===== config.mk =====
export PLATFORM = sky130hd
export DESIGN_NAME = riscv_cm_sequencer
export DESIGN_NICKNAME = d
export VERILOG_FILES = /design/src/rtl/riscv_cm_sequencer.sv
export SDC_FILE = /design/constraint.sdc
export NUM_CORES = 1
export LEC_CHECK = 0
export CORE_MARGIN = 5
export CORE_UTILIZATION = 40
export CTS_CLUSTER_SIZE = 28
export DETAILED_ROUTE_END_ITERATION = 8
export GPL_TIMING_DRIVEN = 0
export HOLD_SLACK_MARGIN = 0.06
export SLEW_MARGIN = 40
export SYNTH_ARGS = -nofsm -noshare
export SYNTH_HDL_FRONTEND = slang
export SYNTH_SLANG_ARGS = --single-unit

===== constraint.sdc =====
create_clock -name clk_i -period 2.4 [get_ports clk_i]
set_input_delay 0.6 -clock clk_i [delete_from_list [all_inputs] [get_ports clk_i]]
set_output_delay 0.6 -clock clk_i [all_outputs]
set_load 0.02 [all_outputs]

===== src/rtl/riscv_cm_sequencer.sv =====
// riscv_cm_sequencer: orders captured cache-maintenance commands into a D$ op then an I$ invalidate, stalling fetch until retired
// Ports:
//   clk_i, rst_ni                                   clock, asynchronous active-low reset
//   cm_dc_clean_i, cm_dc_invalidate_i,
//   cm_ic_invalidate_i                              one-cycle command pulses from the branch unit
//   dc_req_o, dc_clean_o, dc_invalidate_o, dc_ack_i D$ maintenance handshake
//   ic_req_o, ic_ack_i                              I$ invalidate handshake
//   cm_stall_o                                      hold fetch/PC update (combinational)
//   cm_busy_o, cm_done_o, cm_timeout_o              status: not idle, sequence retired pulse, sticky watchdog flag
module riscv_cm_sequencer #(
    parameter int TIMEOUT_CYCLES = 1024
) (
    input  logic clk_i,
    input  logic rst_ni,
    input  logic cm_dc_clean_i,
    input  logic cm_dc_invalidate_i,
    input  logic cm_ic_invalidate_i,
    output logic dc_req_o,
    output logic dc_clean_o,
    output logic dc_invalidate_o,
    input  logic dc_ack_i,
    output logic ic_req_o,
    input  logic ic_ack_i,
    output logic cm_stall_o,
    output logic cm_busy_o,
    output logic cm_done_o,
    output logic cm_timeout_o
);
    typedef enum logic [1:0] {IDLE, DC_REQ, IC_REQ, DONE} state_t;
    localparam int CW = TIMEOUT_CYCLES > 0 ? $clog2(TIMEOUT_CYCLES + 1) : 1;
    state_t state, nxt;
    logic [2:0] pend, act, cmd, src;
    logic [CW-1:0] cnt;
    logic in_req, ack, wd, fire, launch;
    always_comb begin
        cmd    = {cm_dc_clean_i, cm_dc_invalidate_i, cm_ic_invalidate_i};
        src    = pend | cmd;
        in_req = state == DC_REQ || state == IC_REQ;
        ack    = state == DC_REQ ? dc_ack_i : state == IC_REQ ? ic_ack_i : 1'b0;
        wd     = TIMEOUT_CYCLES > 0 && cnt == CW'(TIMEOUT_CYCLES - 1);
        fire   = in_req && (ack || wd);
        // a new sequence may start from IDLE or straight out of DONE
        launch = (state == IDLE || state == DONE) && |src;
        nxt    = launch ? (|src[2:1] ? DC_REQ : IC_REQ) :
                 state == DONE ? IDLE :
                 fire ? ((state == DC_REQ && act[0]) ? IC_REQ : DONE) : state;
    end
    always_ff @(posedge clk_i or negedge rst_ni) begin
        if (!rst_ni) begin
            state           <= IDLE;
            pend            <= '0;
            act             <= '0;
            cnt             <= '0;
            dc_req_o        <= 1'b0;
            dc_clean_o      <= 1'b0;
            dc_invalidate_o <= 1'b0;
            ic_req_o        <= 1'b0;
            cm_done_o       <= 1'b0;
            cm_timeout_o    <= 1'b0;
        end else begin
            state           <= nxt;
            pend            <= launch ? 3'b0 : src;
            act             <= launch ? src : act;
            cnt             <= nxt != state ? '0 : cnt + CW'(in_req);
            dc_req_o        <= nxt == DC_REQ;
            dc_clean_o      <= nxt == DC_REQ && (launch ? src[2] : act[2]);
            dc_invalidate_o <= nxt == DC_REQ && (launch ? src[1] : act[1]);
            ic_req_o        <= nxt == IC_REQ;
            cm_done_o       <= nxt == DONE;
            cm_timeout_o    <= cm_timeout_o | (in_req && !ack && wd);
        end
    end
    assign cm_busy_o  = state != IDLE;
    // DONE does not stall by itself, so fetch resumes in the done cycle when nothing is queued
    assign cm_stall_o = in_req | |cmd | |pend;
endmodule


==> impl_metrics.yaml, run 1 <==
placed_design:
  place.gp.congestion: 0.774
  port_buffers: 14
  place_hpwl_mm: 1.73
  placed_cell_area_um2: 1440
clock_network:
  cts_tree: "done"
  cts_sinks: 25
  clock_latency_ps: 320
  cts.htree.levels: 1
  cts_hold_buffers: 0
  root_buffer: "clkbuf_4"
  clk_pin_slew_worst_paths_ps: 140
  numCtsBuffers: 3
  clock_path_buffers: 2
synth:
  ys_seq_elements: 25
  synth_area_leaders: "dfrtp_1 50%, nor2_1 6.9%, ha_1 6.0%"
  yosysUniqueCellTypes: 31
  yosysWarnings: 0
  ys_top_cells_by_count: "25 x dfrtp_1, 23 x nor2_1, 9 x nand2_1"
  syn_area_per_cell_um2: 10.3
  syn-num-nets: 134
  synth_top_area_frac: 0.503
  synth-main-ff-cell: "dfrtp_1"
  synth_cells: 121
  syn-cell-area_um2: 1240
  synth_most_common_cell: "dfrtp_1"
  synth_edf_count: 0
  synthArstFlopShare: 1.00
  yosysTopAreaCell: "dfrtp_1"
  synth_seq_area_share: 0.503
routing:
  ant_nets: 0
  vias: 971
  vias_per_cell: 5.22
  drtIter0Drc: 58
  route.detailed.drc: 0
  wirelength_mm: 2.48
  wire_per_inst_um: 13.3
  drtPass1Iterations: 4
floorplan:
  fp.dieArea_um2: 4330
  ios: 15
  die_h_um: 65.8
  rows: 20
  die_w_um: 65.8
  coreArea_um2: 3030
  initial_core_util: 0.411
cells_and_area:
  utilization: 0.491
  area_growth_pct: 19.5
  drive_gt1_frac: 0.155
  antenna_cells: 0
  final_cell_area_um2: 1490
  nets: 156
setup_path:
  critPathKind: "input pin to primary output"
  startpoint: "cm_dc_invalidate_i"
  path_max_fanout: 2
  cp.required_ps: 1800
  critPathCaptureType: "primary output"
  cp.arrival_ps: 1630
  r2r-start: "state[0]"
  critPathLaunchType: "input pin"
  r2r_slack_ps: 330
grt:
  grt_first_pass_wirelength_mm: 4.40
  antenna_found_initial: 0
  grt_pass1_vias: 952
  grt_overflow: 0
  grt_start_max_net_pins: 26
  grt_use_total: 0.130
hold_path:
  hold_class: "input pin to async pin"
timing:
  slew_viol_final: 0
  finClkSkew_ps: 9.48
  finalCritPeriodShare: 0.929
  setup_viol: 0
  rsz0062_at_grt: "no"
  setup_tns_ps: 0
  worstMarginPinSlew_ps: 559
  clock.fmax_mhz: 449
  maxSlewHeadroom: 0.627
  hold_viol_final: 0
  period_minus_slack_ps: 2230
pwr:
  power_per_cell_area_nw_per_um2: 1170
  peakVddDrop_mv: 0.543
  p_leak_nw: 0.637
job:
  drv_cap: 0
run_status:
  outcome: "finished clean"
[cell families after synthesis]
logic type,synth area share
DFF,0.503
adders and majority gates,0.0603
AOI/OAI and AO/OA,0.130
xor gates and xnor gates,0.0633
buffers and inverters,0.0302
and+or+nand+nor,0.214
[metrics by stage]
step                setup slack, ps  hold slack (ps)  power (W)  std cells
finish                          171              247    0.00175        186
global route                   98.5              268    0.00189        186
CTS                            14.1              260    0.00176        186
detailed placement             -440              467    0.00152        179
global placement               -444              465    0.00151        179
floorplan                       537              304    0.00126        121
[placed cells by master (no fill, tap or decap), types with 4 or more instances in the layout]
master	count
nand2_1	9
xnor2_1	4
xor2_1	5
nand3_1	5
buf_4	4
ha_1	5
clkdlybuf4s50_1	12
dfrtp_1	23
inv_1	6
o21ai_0	5
nor2_1	22
[layout make-up]
class,count,area [um^2]
fill,300,1540
sequential,25,628
inverter,7,26.3
buffer,2,11.3
timing repair buffer,17,153
clock buffer,3,22.5
multi-input combinational,87,587
tap,44,55.1
clock inverter,1,5.00
[sequential cells by signal, indices dropped and copies added (netlist names)]
signal           cells
act                  3
cm_done_o            1
cm_timeout_o         1
cnt                 11
dc_clean_o           1
dc_invalidate_o      1
dc_req_o             1
ic_req_o             1
pend                 3
state                2
[layer usage]
layer | wire, um | share of wire | GRT usage | up-vias
met5 | 0 | 0 | 0 | -
met4 | 14 | 0.0056 | 0.0233 | 0
met3 | 115 | 0.046 | 0.0374 | 2
met2 | 1340 | 0.54 | 0.237 | 21
met1 | 1010 | 0.41 | 0.151 | 482
li1 | - | - | - | 466
[worst max-delay path, stage by stage]
cell             delay [ps]
clkdlybuf4s50_1         460
nor4_4                  290
nand3_1                 110
clkbuf_2                170
[report_power, final]
part | internal, W | switching (W)
combinational | 0.000379 | 0.000548
clock | 0.0000624 | 0.000127
sequential | 0.000553 | 0.0000766
total | 0.000995 | 0.000752
[worst paths after layout]
path / to / depth (start not counted)
max: cm_stall_o / 4
min: cm_done_o / 1
max reg2reg: cnt[4] / 7
min reg2reg: cm_timeout_o / 1
max in group asynchronous: state[0] / 1
min in group clk_i: cm_timeout_o / 1
[timing repair]
action | 4_1_cts | 5_1_grt
hold endpoints to repair | 0 | 0
buffers inserted | 3 | 0
endpoints found under the setup margin | 2 | 1
pin swaps | 1 | 0
resized for setup | 6 | 2
No activity file was read; power rests on OpenSTA's default activity.
==> inputs of run 2 (changes only) <==
Settings changed: PLACE_DENSITY from default to 0.58.
==> impl_metrics.yaml, run 2 (synthesis results as in run 1) <==
setup_path:
  cp.buffers_inverters: 2
  r2r-start: "state[1]"
  cp.arrival_ps: 1620
  cp.required_ps: 1800
  cp_slowest_stage_delay_ps: 450
  critPathKind: "input pin to primary output"
  path_cells: "clkdlybuf4s50_1 -> nor4_4 -> nand3_1 -> clkbuf_2"
  path_max_fanout: 2
  cp_top_family: "buffers and inverters"
  startpoint: "cm_dc_invalidate_i"
  critPathLaunchType: "input pin"
  critPathCaptureType: "primary output"
  slowest_stage: "clkdlybuf4s50_1"
routing:
  route.detailed.drc: 0
  vias_per_cell: 5.20
  wirelength_mm: 2.37
  vias: 967
  drtIter0Drc: 50
  drtPass1Iterations: 4
  ant_nets: 0
  wire_per_inst_um: 12.7
grt:
  grt_pass1_vias: 1054
  grt_overflow: 0
  grt_use_total: 0.127
  antenna_found_initial: 0
  grt_first_pass_wirelength_mm: 4.36
  grt_start_max_net_pins: 26
run_status:
  outcome: "finished clean"
timing:
  rsz0062_at_grt: "no"
  whs_ps: 249
  period_minus_slack_ps: 2220
  hold_viol_final: 0
  finalCritPeriodShare: 0.923
  worstMarginPinSlew_ps: 549
  setup_viol: 0
  finClkSkew_ps: 3.52
  slew_viol_final: 0
  clock.fmax_mhz: 451
  maxSlewHeadroom: 0.634
  setup_ws_ps: 184
placed_design:
  dp_slack_ps: -452
  port_buffers: 14
  place_hpwl_mm: 1.75
  place.gp.congestion: 0.750
clock_network:
  cts.htree.levels: 1
  clock_path_buffers: 2
  clk_pin_slew_worst_paths_ps: 130
  root_buffer: "clkbuf_4"
  cts_tree: "done"
  cts_hold_buffers: 0
  numCtsBuffers: 3
  cts_sinks: 25
  clock_latency_ps: 310
cells_and_area:
  drive_gt1_frac: 0.155
  mostFrequentLayoutCells: "23 x dfrtp_1, 22 x nor2_1, 12 x clkdlybuf4s50_1, 9 x nand2_1, 6 x inv_1"
  largest_register: "cnt"
  top_regs: "cnt x11, act x3, pend x3"
  nets: 156
  final_common_cell: "dfrtp_1"
  largest_register_ffs: 11
  area_growth_pct: 19.5
  nFillCells: 294
  antenna_cells: 0
pwr:
  peakVddDrop_mv: 0.585
  power_per_cell_area_nw_per_um2: 1170
  p_leak_nw: 0.637
floorplan:
  die_h_um: 65.8
  coreArea_um2: 3030
  fp.dieArea_um2: 4330
  ios: 15
  rows: 20
  initial_core_util: 0.411
  die_w_um: 65.8
hold_path:
  hold_class: "input pin to async pin"
job:
  drv_cap: 0
==> run 2: cell counts in the layout (fill, tap and decap cells not counted) <==
Identical to the previous run, type by type.
==> run 2: final cells by class <==
type                            instances  area, um^2  area share
Clock buffer                            3        22.5      0.0151
Sequential cell                        25         628       0.422
Multi-Input combinational cell         87         587       0.394
Buffer                                  2        11.3     0.00757
Clock inverter                          1        5.00     0.00336
Tap cell                               44        55.1      0.0370
Inverter                                7        26.3      0.0177
Timing Repair Buffer                   17         153       0.103
==> run 2: worst reg2reg max path: stages (launching register included) <==
cell and delay, ps:
dfrtp_2 400, inv_1 70, ha_2 410, clkbuf_1 360, o21ai_0 160, o221ai_1 240
buf_4 230, nor2_1 60
==> run 2: stage by stage <==
stage                     area, um^2  std cells  TNS (ps)  utilization  total power, W
after detailed placement        1440        179     -1200        0.474         0.00153
after floorplan                 1240        121         0            -         0.00126
final                           1490        186         0        0.491         0.00173
after global routing            1490        186         0        0.491         0.00188
after CTS                       1490        186         0        0.493         0.00175
after global placement          1440        179      -829        0.476         0.00151
==> run 2: final timing paths <==
| check | cells past startpoint | endpoint | slack (ps) |
|---|---|---|---|
| max | 4 | cm_stall_o | 180 |
| min | 1 | cnt[4] | 250 |
| max reg2reg | 7 | cnt[5] | 360 |
| min reg2reg | 1 | cm_timeout_o | 490 |
| max in group asynchronous | 1 | state[0] | 1750 |
| min in group clk_i | 1 | cm_timeout_o | 490 |
==> run 2: timing repair <==
action,in CTS,in global routing
gates cloned,0,0
setup endpoints to repair,2,1
buffers inserted,3,0
pin swaps,1,0
gates resized for setup,5,3
==> run 2: layer usage <==
metal / up-vias / wire length [um] / GRT usage
met2: 15 / 1300 / 0.255
met4: 0 / 12 / 0.0181
met1: 475 / 960 / 0.128
met3: 2 / 101 / 0.0391
met5: - / 0 / 0
li1: 475 / - / -
==> run 2: where the power goes <==
group | switching (W) | internal (W) | leakage [nW]
registers | 0.0000751 | 0.000553 | 0.321
clock network | 0.000122 | 0.0000623 | 0.0177
logic | 0.000541 | 0.000380 | 0.298
==> inputs of run 3 (changes only) <==
Settings changed: CORE_ASPECT_RATIO from default to 0.5, CORE_MARGIN 5 to 2.
==> impl_metrics.yaml, run 3 (synthesis results as in run 1) <==
run_status:
  outcome: "finished clean"
clock_network:
  clock_latency_ps: 260
  cts_tree: "done"
  cts_sinks: 25
  numCtsBuffers: 3
  clock_path_buffers: 2
  cts.htree.levels: 1
  clk_pin_slew_worst_paths_ps: 80
  cts_hold_buffers: 0
  root_buffer: "clkbuf_8"
routing:
  drtPass1Iterations: 4
  vias_per_cell: 5.11
  route.detailed.drc: 0
  ant_nets: 0
  drtIter0Drc: 6
  vias: 925
  wire_per_inst_um: 13.0
  wirelength_mm: 2.35
cells_and_area:
  drive_gt1_frac: 0.149
  top_regs: "cnt x11, act x3, pend x3"
  largest_register_ffs: 11
  utilization: 0.501
  area_growth_pct: 19.9
  antenna_cells: 0
  nets: 155
  largest_register: "cnt"
  nFillCells: 287
  mostFrequentLayoutCells: "23 x dfrtp_1, 22 x nor2_1, 12 x clkdlybuf4s50_1, 9 x nand2_1"
  final_cell_area_um2: 1490
  final_common_cell: "dfrtp_1"
floorplan:
  initial_core_util: 0.418
  die_h_um: 43.5
  fp.dieArea_um2: 3600
  coreArea_um2: 2980
  ios: 15
  die_w_um: 82.9
  rows: 14
setup_path:
  startpoint: "state[0]"
  cp_top_family: "buffers and inverters"
  cp_slowest_stage_delay_ps: 590
  cp.arrival_ps: 1620
  r2r-start: "state[0]"
  slowest_stage: "clkdlybuf4s50_1"
  path_cells: "inv_2 -> ha_2 -> inv_1 -> clkdlybuf4s50_1"
  r2r-end: "cnt[7]"
  critPathKind: "register to primary output"
  critPathLaunchType: "register"
  cp.buffers_inverters: 3
  cp.required_ps: 1800
  critPathCaptureType: "primary output"
  path_max_fanout: 9
  r2r_slack_ps: 300
  r2r_cells: 7
hold_path:
  hold_class: "input pin to async pin"
placed_design:
  place_hpwl_mm: 1.68
  port_buffers: 14
  dp_slack_ps: -472
  placed_cell_area_um2: 1430
  place.gp.congestion: 0.798
job:
  drv_cap: 0
timing:
  rsz0062_at_grt: "no"
  slew_viol_final: 0
  clock.fmax_mhz: 451
  setup_tns_ps: 0
  setup_ws_ps: 184
  setup_viol: 0
  finalCritPeriodShare: 0.923
  finClkSkew_ps: 2.43
  period_minus_slack_ps: 2220
  worstMarginPinSlew_ps: 556
  hold_viol_final: 0
  maxSlewHeadroom: 0.629
pwr:
  peakVddDrop_mv: 0.559
  power_per_cell_area_nw_per_um2: 1200
  p_total_w: 0.00179
  p_leak_nw: 0.636
grt:
  grt_use_total: 0.140
  grt_overflow: 0
  antenna_found_initial: 0
  grt_first_pass_wirelength_mm: 4.02
  grt_pass1_vias: 917
  grt_start_max_net_pins: 26
==> run 3: cell types whose count changed in the layout (fill, tap and decap cells not counted) <==
cell      previous run  this run
inv_2                1         2
clkbuf_8             0         3
buf_4                4         3
clkinv_2             1         0
clkbuf_1             1         2
inv_1                6         5
clkbuf_4             3         0
==> run 3: layout make-up <==
type | count | area [um^2] | share of cell area
multi-input cells | 87 | 587 | 0.393
plain buffers | 2 | 11.3 | 0.00754
inverters | 7 | 26.3 | 0.0176
repair buffers | 16 | 145 | 0.0972
clock buffers | 4 | 45.0 | 0.0302
flip-flops and latches | 25 | 628 | 0.421
well taps | 40 | 50.0 | 0.0335
==> run 3: routing by layer <==
metal  wire [um]  vias up  global-route usage
li1            -      467                   -
met3          51        0              0.0400
met2        1150       10               0.252
met5           0        -                   0
met4           0        0              0.0393
met1        1150      448               0.170
==> run 3: worst max path at each step <==
| stage | end | slack (ps) | cells past startpoint |
|---|---|---|---|
| after global placement | cm_stall_o | -440 | 4 |
| after global routing | cm_busy_o | 110 | 4 |
| final | cm_busy_o | 180 | 4 |
| after CTS | cm_stall_o | 20 | 4 |
| after detailed placement | cm_stall_o | -470 | 4 |
| after floorplan | cm_stall_o | 540 | 2 |
==> run 3: what timing repair did <==
item                                    4_1_cts  5_1_grt
endpoints found under the setup margin        1        1
buffers inserted                              1        1
resized for setup                             6        3
pin swaps                                     1        0
==> run 3: report_power, final <==
group / switching, W / internal [W] / total, W
clock: 0.000128 / 0.000119 / 0.000246
sequential: 0.0000914 / 0.000554 / 0.000646
combinational: 0.000525 / 0.000371 / 0.000896
==> run 3: stage by stage <==
stage | cells | hold slack, ps
after floorplan | 121 | 304
after global placement | 175 | 471
after detailed placement | 175 | 472
after CTS | 180 | 337
after global routing | 181 | 371
final | 181 | 313
